<file path="config.mk">
export PLATFORM = sky130hd
export DESIGN_NAME = axis_to_bram_writer
export DESIGN_NICKNAME = d
export VERILOG_FILES = /design/src/rtl/axis_to_bram_writer.sv
export SDC_FILE = /design/constraint.sdc
export NUM_CORES = 1
export LEC_CHECK = 0
export BUFFER_PORTS_ARGS = -buffer_cell sky130_fd_sc_hd__buf_4
export CORE_ASPECT_RATIO = 1.75
export CORE_MARGIN = 1.5
export CORE_UTILIZATION = 35
export CTS_CLUSTER_SIZE = 40
export DETAILED_ROUTE_END_ITERATION = 8
export PLACE_DENSITY = 0.55
export RECOVER_POWER = 50
export SKIP_LAST_GASP = 1
export SYNTH_ARGS = -nofsm -noshare
export SYNTH_HDL_FRONTEND = slang
export SYNTH_SLANG_ARGS = --single-unit
</file>
<file path="constraint.sdc">
create_clock -name aclk -period 3.66 [get_ports aclk]
set_input_delay 0.732 -clock aclk [delete_from_list [all_inputs] [get_ports aclk]]
set_output_delay 0.732 -clock aclk [all_outputs]
set_load 0.05 [all_outputs]
</file>
<file path="src/rtl/axis_to_bram_writer.sv">
// axis_to_bram_writer: AXI-Stream sink that writes one packet into consecutive BRAM words
// Ports: aclk / rst (sync, active-high); start arms a transfer from IDLE;
//   s_axis_* stream input, tready high only in RUN;
//   bram_* registered write port, one cycle behind the accepting edge;
//   busy (RUN), done (one-cycle FIN pulse), err (sticky tlast mismatch), words_written.
module axis_to_bram_writer #(
    parameter int DATA_W     = 32,
    parameter int ADDR_W     = 16,
    parameter int BASE_ADDR  = 32768,
    parameter int WORD_COUNT = 4800
) (
    input  logic              aclk,
    input  logic              rst,
    input  logic              start,
    input  logic [DATA_W-1:0] s_axis_tdata,
    input  logic              s_axis_tvalid,
    input  logic              s_axis_tlast,
    output logic              s_axis_tready,
    output logic              bram_en,
    output logic              bram_we,
    output logic [ADDR_W-1:0] bram_addr,
    output logic [DATA_W-1:0] bram_din,
    output logic              busy,
    output logic              done,
    output logic              err,
    output logic [15:0]       words_written
);
    typedef enum logic [1:0] {IDLE, RUN, FIN} state_t;
    localparam logic [ADDR_W-1:0] BASE     = ADDR_W'(BASE_ADDR);
    localparam logic [15:0]       LAST_IDX = 16'(WORD_COUNT - 1);
    state_t            state, state_nxt;
    logic [ADDR_W-1:0] ptr;
    logic              accept, final_beat, arm;
    assign s_axis_tready = state == RUN;
    assign busy          = state == RUN;
    assign done          = state == FIN;
    assign accept        = s_axis_tvalid & s_axis_tready;
    assign final_beat    = words_written == LAST_IDX;
    assign arm           = state == IDLE && start;
    always_comb begin
        state_nxt = state;
        case (state)
            IDLE:    state_nxt = start ? RUN : IDLE;
            RUN:     state_nxt = accept && (final_beat || s_axis_tlast) ? FIN : RUN;
            default: state_nxt = IDLE;
        endcase
    end
    always_ff @(posedge aclk) begin
        if (rst) state <= IDLE;
        else     state <= state_nxt;
    end
    always_ff @(posedge aclk) begin
        if (rst) begin
            ptr           <= BASE;
            words_written <= '0;
            err           <= 1'b0;
            bram_en       <= 1'b0;
            bram_we       <= 1'b0;
            bram_addr     <= BASE;
            bram_din      <= '0;
        end else begin
            bram_en <= accept;
            bram_we <= accept;
            if (arm) begin
                ptr           <= BASE;
                words_written <= '0;
                err           <= 1'b0;
            end
            if (accept) begin
                bram_addr     <= ptr;
                bram_din      <= s_axis_tdata;
                ptr           <= ptr + 1'b1;
                words_written <= words_written + 1'b1;
                // tlast must coincide exactly with the expected final beat
                if (final_beat != s_axis_tlast) err <= 1'b1;
            end
        end
    end
endmodule
</file>
[After elaboration in Yosys (flattened, before gate mapping)]
Index checks and enable logic that the tools add are counted.
Storage, ports and cells
  register bits after elaboration: 84
  input bits: 37
Cells by class
  $add $sub $neg: 2
  equality and inequality tests: 4
  mux-type cells: 10
  bitwise logic cells: 1
  reduce and logical (&&, ||, !) cells: 5
Operators with widths (number)
  16-bit 2-to-1 mux: 4
  16-bit by 1-bit adder with 16-bit output, second input constant: 2
  16-bit by 13-bit == test with 1-bit output, second input constant: 1
  1-bit 2-to-1 mux: 4
  2-bit case mux with 2 select lines: 1
  2-bit by 1-bit == test with 1-bit output, second input constant: 1
  2-bit == test, second input constant: 1
  1-bit logical AND: 2
  2-bit logical NOT: 1
  2-bit 2-to-1 mux: 1
  2-bit nonzero test: 1
  1-bit AND: 1
  1-bit logical OR: 1
  1-bit inequality test: 1

[Depth between registers and ports, before layout]
  depth in word-level cells: 5
  mapped depth: 8

[Worst setup path after synthesis]
Ideal clock, no wire load.
  kind: reg2out
  start: register state[0]
  end: output s_axis_tready
  arrival time: 1.511 ns
  required time: 2.928 ns
  path slack: 1.417 ns
  stages on the path, launching flop included: 3
  path buffers: 1
  path through: dfxtp_1 > nor2b_1 > buf_4
Between the ends
  word-level cells in the longest chain between the ends: 1
Ends and longest elaborated chain
  start: declaration: RTL line 31  | state_t state, state_nxt;
  start signal: assignment: RTL line 50  | else state <= state_nxt;
  2-bit by 1-bit == test with 1-bit output
  end: declaration: RTL line 18  | output logic s_axis_tready,
Every way passes these cells.

[Final worst setup path]
  start: input s_axis_tvalid
  end: register words_written[8]
Between the ends
  word-level cells in the longest chain between the ends: 2
  elaborated cells between the ends (all ways): 3
  classes of those cells: mux: 1; bitwise: 1; reduce/logical: 1
Ends and longest elaborated chain
  start: declaration: RTL line 16  | input logic s_axis_tvalid,
  1-bit AND *: RTL line 37  | assign accept = s_axis_tvalid & s_axis_tready;
  16-bit 2-to-1 mux or 2-bit nonzero test (tied branches)
  end signal: assignment: RTL line 73  | words_written <= words_written + 1'b1;
  end: declaration: RTL line 26  | output logic [15:0] words_written
Mark *: on every way between the ends. The rest lies on a longest branch, timed or not.
A chain may end at the register's enable or synchronous reset.

==> impl_metrics.env <==
export IMPL_holdPathStages=2
export IMPL_crit_path_start_kind="primary input"
export IMPL_grt_max_degree=87
export IMPL_syn_instance_count=418
export IMPL_cts_root_buf="clkbuf_16"
export IMPL_path_class="primary input to register"
export IMPL_p_per_area_nw_per_um2=477
export IMPL_hp_class="register to register"
export IMPL_ant_nets=0
export IMPL_postLayoutCoreUtil_pct=45.8
export IMPL_hold_slack_ns=0.451
export IMPL_worst_setup_path_end_kind="register"
export IMPL_cts_resized=0
export IMPL_worstPathArrival_ns=2.72
export IMPL_yosysMostFrequentCell="nand2_1"
export IMPL_ir_drop_mv=0.288
export IMPL_period_minus_slack_ns=2.51
export IMPL_finalSetupTns_ns=0
export IMPL_area_growth_pct=25.8
export IMPL_h_tree_depth=3
export IMPL_fin_skew_ns=0.00396
export IMPL_dieHeight_microns=135
export IMPL_cts_sinks=84
export IMPL_postCtsHoldBufs=0
export IMPL_async_flop_share_pct=0
export IMPL_initial_utilization_pct=36.4
export IMPL_synth_distinct_cells=46
export IMPL_post_cts_buffers=0
export IMPL_p_leak_nw=1.59
export IMPL_die_area_sq_um=10500
export IMPL_ys_top_cells_by_count="110 x nand2_1, 84 x dfxtp_1, 60 x a21oi_1, 19 x nor2_1, 15 x nand3_1"
export IMPL_top_layer_used="met4"
export IMPL_grt_pass1_wl_mm=14.8
export IMPL_worstSkewPairLatency_ns=0.33
export IMPL_fmax_mhz=399
export IMPL_tightest_slew_ns=1.51
export IMPL_drive_above_1_share_pct=15.1
export IMPL_synth_area_leader_cell="dfxtp_1"
export IMPL_stdcell_area_sq_um=4360
export IMPL_cap_violations=1
export IMPL_vias=3252
export IMPL_io_pins=107
export IMPL_wl_per_cell_microns=14.3
export IMPL_failed_checks="max-capacitance violations, max-slew violations"
export IMPL_rr_startpoint="state[1]"
export IMPL_grt_usage_pct=17.6
export IMPL_ys_ff_latch=84
export IMPL_cts_max_path_buffers=2
export IMPL_ys_seq_area_share_pct=48.5
export IMPL_synth_flop_cell="dfxtp_1"
export IMPL_detail_route_vias_per_cell=5.11
export IMPL_worstHoldStart="bram_din[27]"
export IMPL_drt_total_wl_mm=9.08
export IMPL_fp_coreArea_sq_um=9530
export IMPL_cts_tree="yes"
export IMPL_syn_area_per_cell_sq_um=8.29
export IMPL_dpl_hpwl_mm=6.03
export IMPL_slew_headroom_pct=-0.612
export IMPL_antenna_found_initial=0
export IMPL_gp_congestion=0.788
export IMPL_cp_max_fo=32
export IMPL_rsz0062_at_grt="false"
export IMPL_yosys_area_top_type_share_pct=48.5
export IMPL_drt_iter0_drc=272
export IMPL_met1Wirelength_mm=3.83
export IMPL_num_nets_final=550
export IMPL_cts_buffers=9
export IMPL_finalCritPeriodShare_pct=68.5
export IMPL_finalHoldViolCount=0
export IMPL_syn_area_sq_um=3470
export IMPL_die_w_microns=78.2
export IMPL_total_power_mw=2.08
export IMPL_reg2reg_depth=5
export IMPL_syn_nets=458
export IMPL_setup_viol=0
export IMPL_cp_data_required_time_ns=3.88
export IMPL_synth_edf_count=0
export IMPL_rows=47
export IMPL_diodes=0
export IMPL_drc=0
export IMPL_synth_area_leaders="dfxtp_1 49%, nand2_1 12%, a21oi_1 8.7%"
export IMPL_drtPass1Iterations=4
export IMPL_wl_met3_microns=385
export IMPL_placed_cell_area_sq_um=4290
export IMPL_cp_startpoint="s_axis_tvalid"
export IMPL_status="finished, violations left"
export IMPL_port_buffers=106
export IMPL_ys_warn_count=0
export IMPL_gr_total_overflow=0
export IMPL_wl_met2_mm=4.71
export IMPL_grt_pass1_vias=3065
export IMPL_path_clk_slew_ns=0.06
export IMPL_slew_viol_final=33
worst max-delay path, cell delays in order:
cell and delay, ns:
buf_4 0.13, nand3b_1 0.09, clkbuf_1 1.10, nor2_1 0.34, a31oi_1 0.26, a31oi_1 0.05
path summary, 6_finish.rpt:
check	to	slack, ns
max	words_written[8]	1.15
min	bram_din[27]	0.45
max reg2reg	words_written[8]	1.18
min reg2reg	bram_din[27]	0.45
power breakdown:
group / leakage (nW) / switching (mW) / internal [mW]
combinational: 0.763 / 0.156 / 0.0588
sequential: 0.680 / 0.0136 / 0.935
clock: 0.144 / 0.369 / 0.546
total: 1.59 / 0.538 / 1.54
stage by stage:
stage,instances,worst slack [ns]
6_report,637,1.15
5_1_grt,637,0.823
4_1_cts,637,1.38
3_5_place_dp,621,1.07
3_3_place_gp,621,1.12
2_1_floorplan,418,1.42
layout make-up:
type / count / area, sq um
Clock buffer: 10 / 239
Clock inverter: 6 / 63.8
Fill cell: 1021 / 5170
Inverter: 3 / 11.3
Multi-Input combinational cell: 303 / 1630
Sequential cell: 84 / 1680
Tap cell: 122 / 153
Timing Repair Buffer: 109 / 586
kinds of logic (layout without fill, tap and decap cells):
| logic type | after synthesis | in the layout | share of synthesized area, % |
|---|---|---|---|
| AOI/OAI and AO/OA | 89 | 89 | 14.4 |
| muxes | 7 | 7 | 2.17 |
| and+or+nand+nor | 204 | 204 | 29.2 |
| adders and majority gates | 3 | 3 | 1.08 |
| DFF | 84 | 84 | 48.5 |
| buffers and inverters | 31 | 128 | 4.58 |
state kept, by name, summed over array words and instances, names as in the netlist:
register and flops:
bram_addr 16, bram_din 32, bram_we 1, err 1
ptr 16, state 2, words_written 16
metal layers:
| metal | global-route usage, % | vias to the layer above |
|---|---|---|
| li1 | - | 1637 |
| met1 | 21.6 | 1516 |
| met2 | 29.7 | 90 |
| met3 | 3.51 | 9 |
| met4 | 7.44 | 0 |
| met5 | 0 | - |
cells in the final DEF (no fill, tap or decap), drive strengths merged, types with 3 or more instances in the layout:
cell type  instances
clkinv             3
a31oi              4
a21oi             60
ha                 3
dfxtp             84
nor2b              3
nand2            110
nand3             16
o31ai              5
nor3               4
nand4             11
o21ai              6
or3                5
and4               5
or2                3
mux2               4
nor2              20
a22oi              3
inv                3
clkbuf            72
buf               47
mux2i              3
nand3b             7
o211ai             6
and3               7
and2               3
Power figures use the tool's default switching activity.
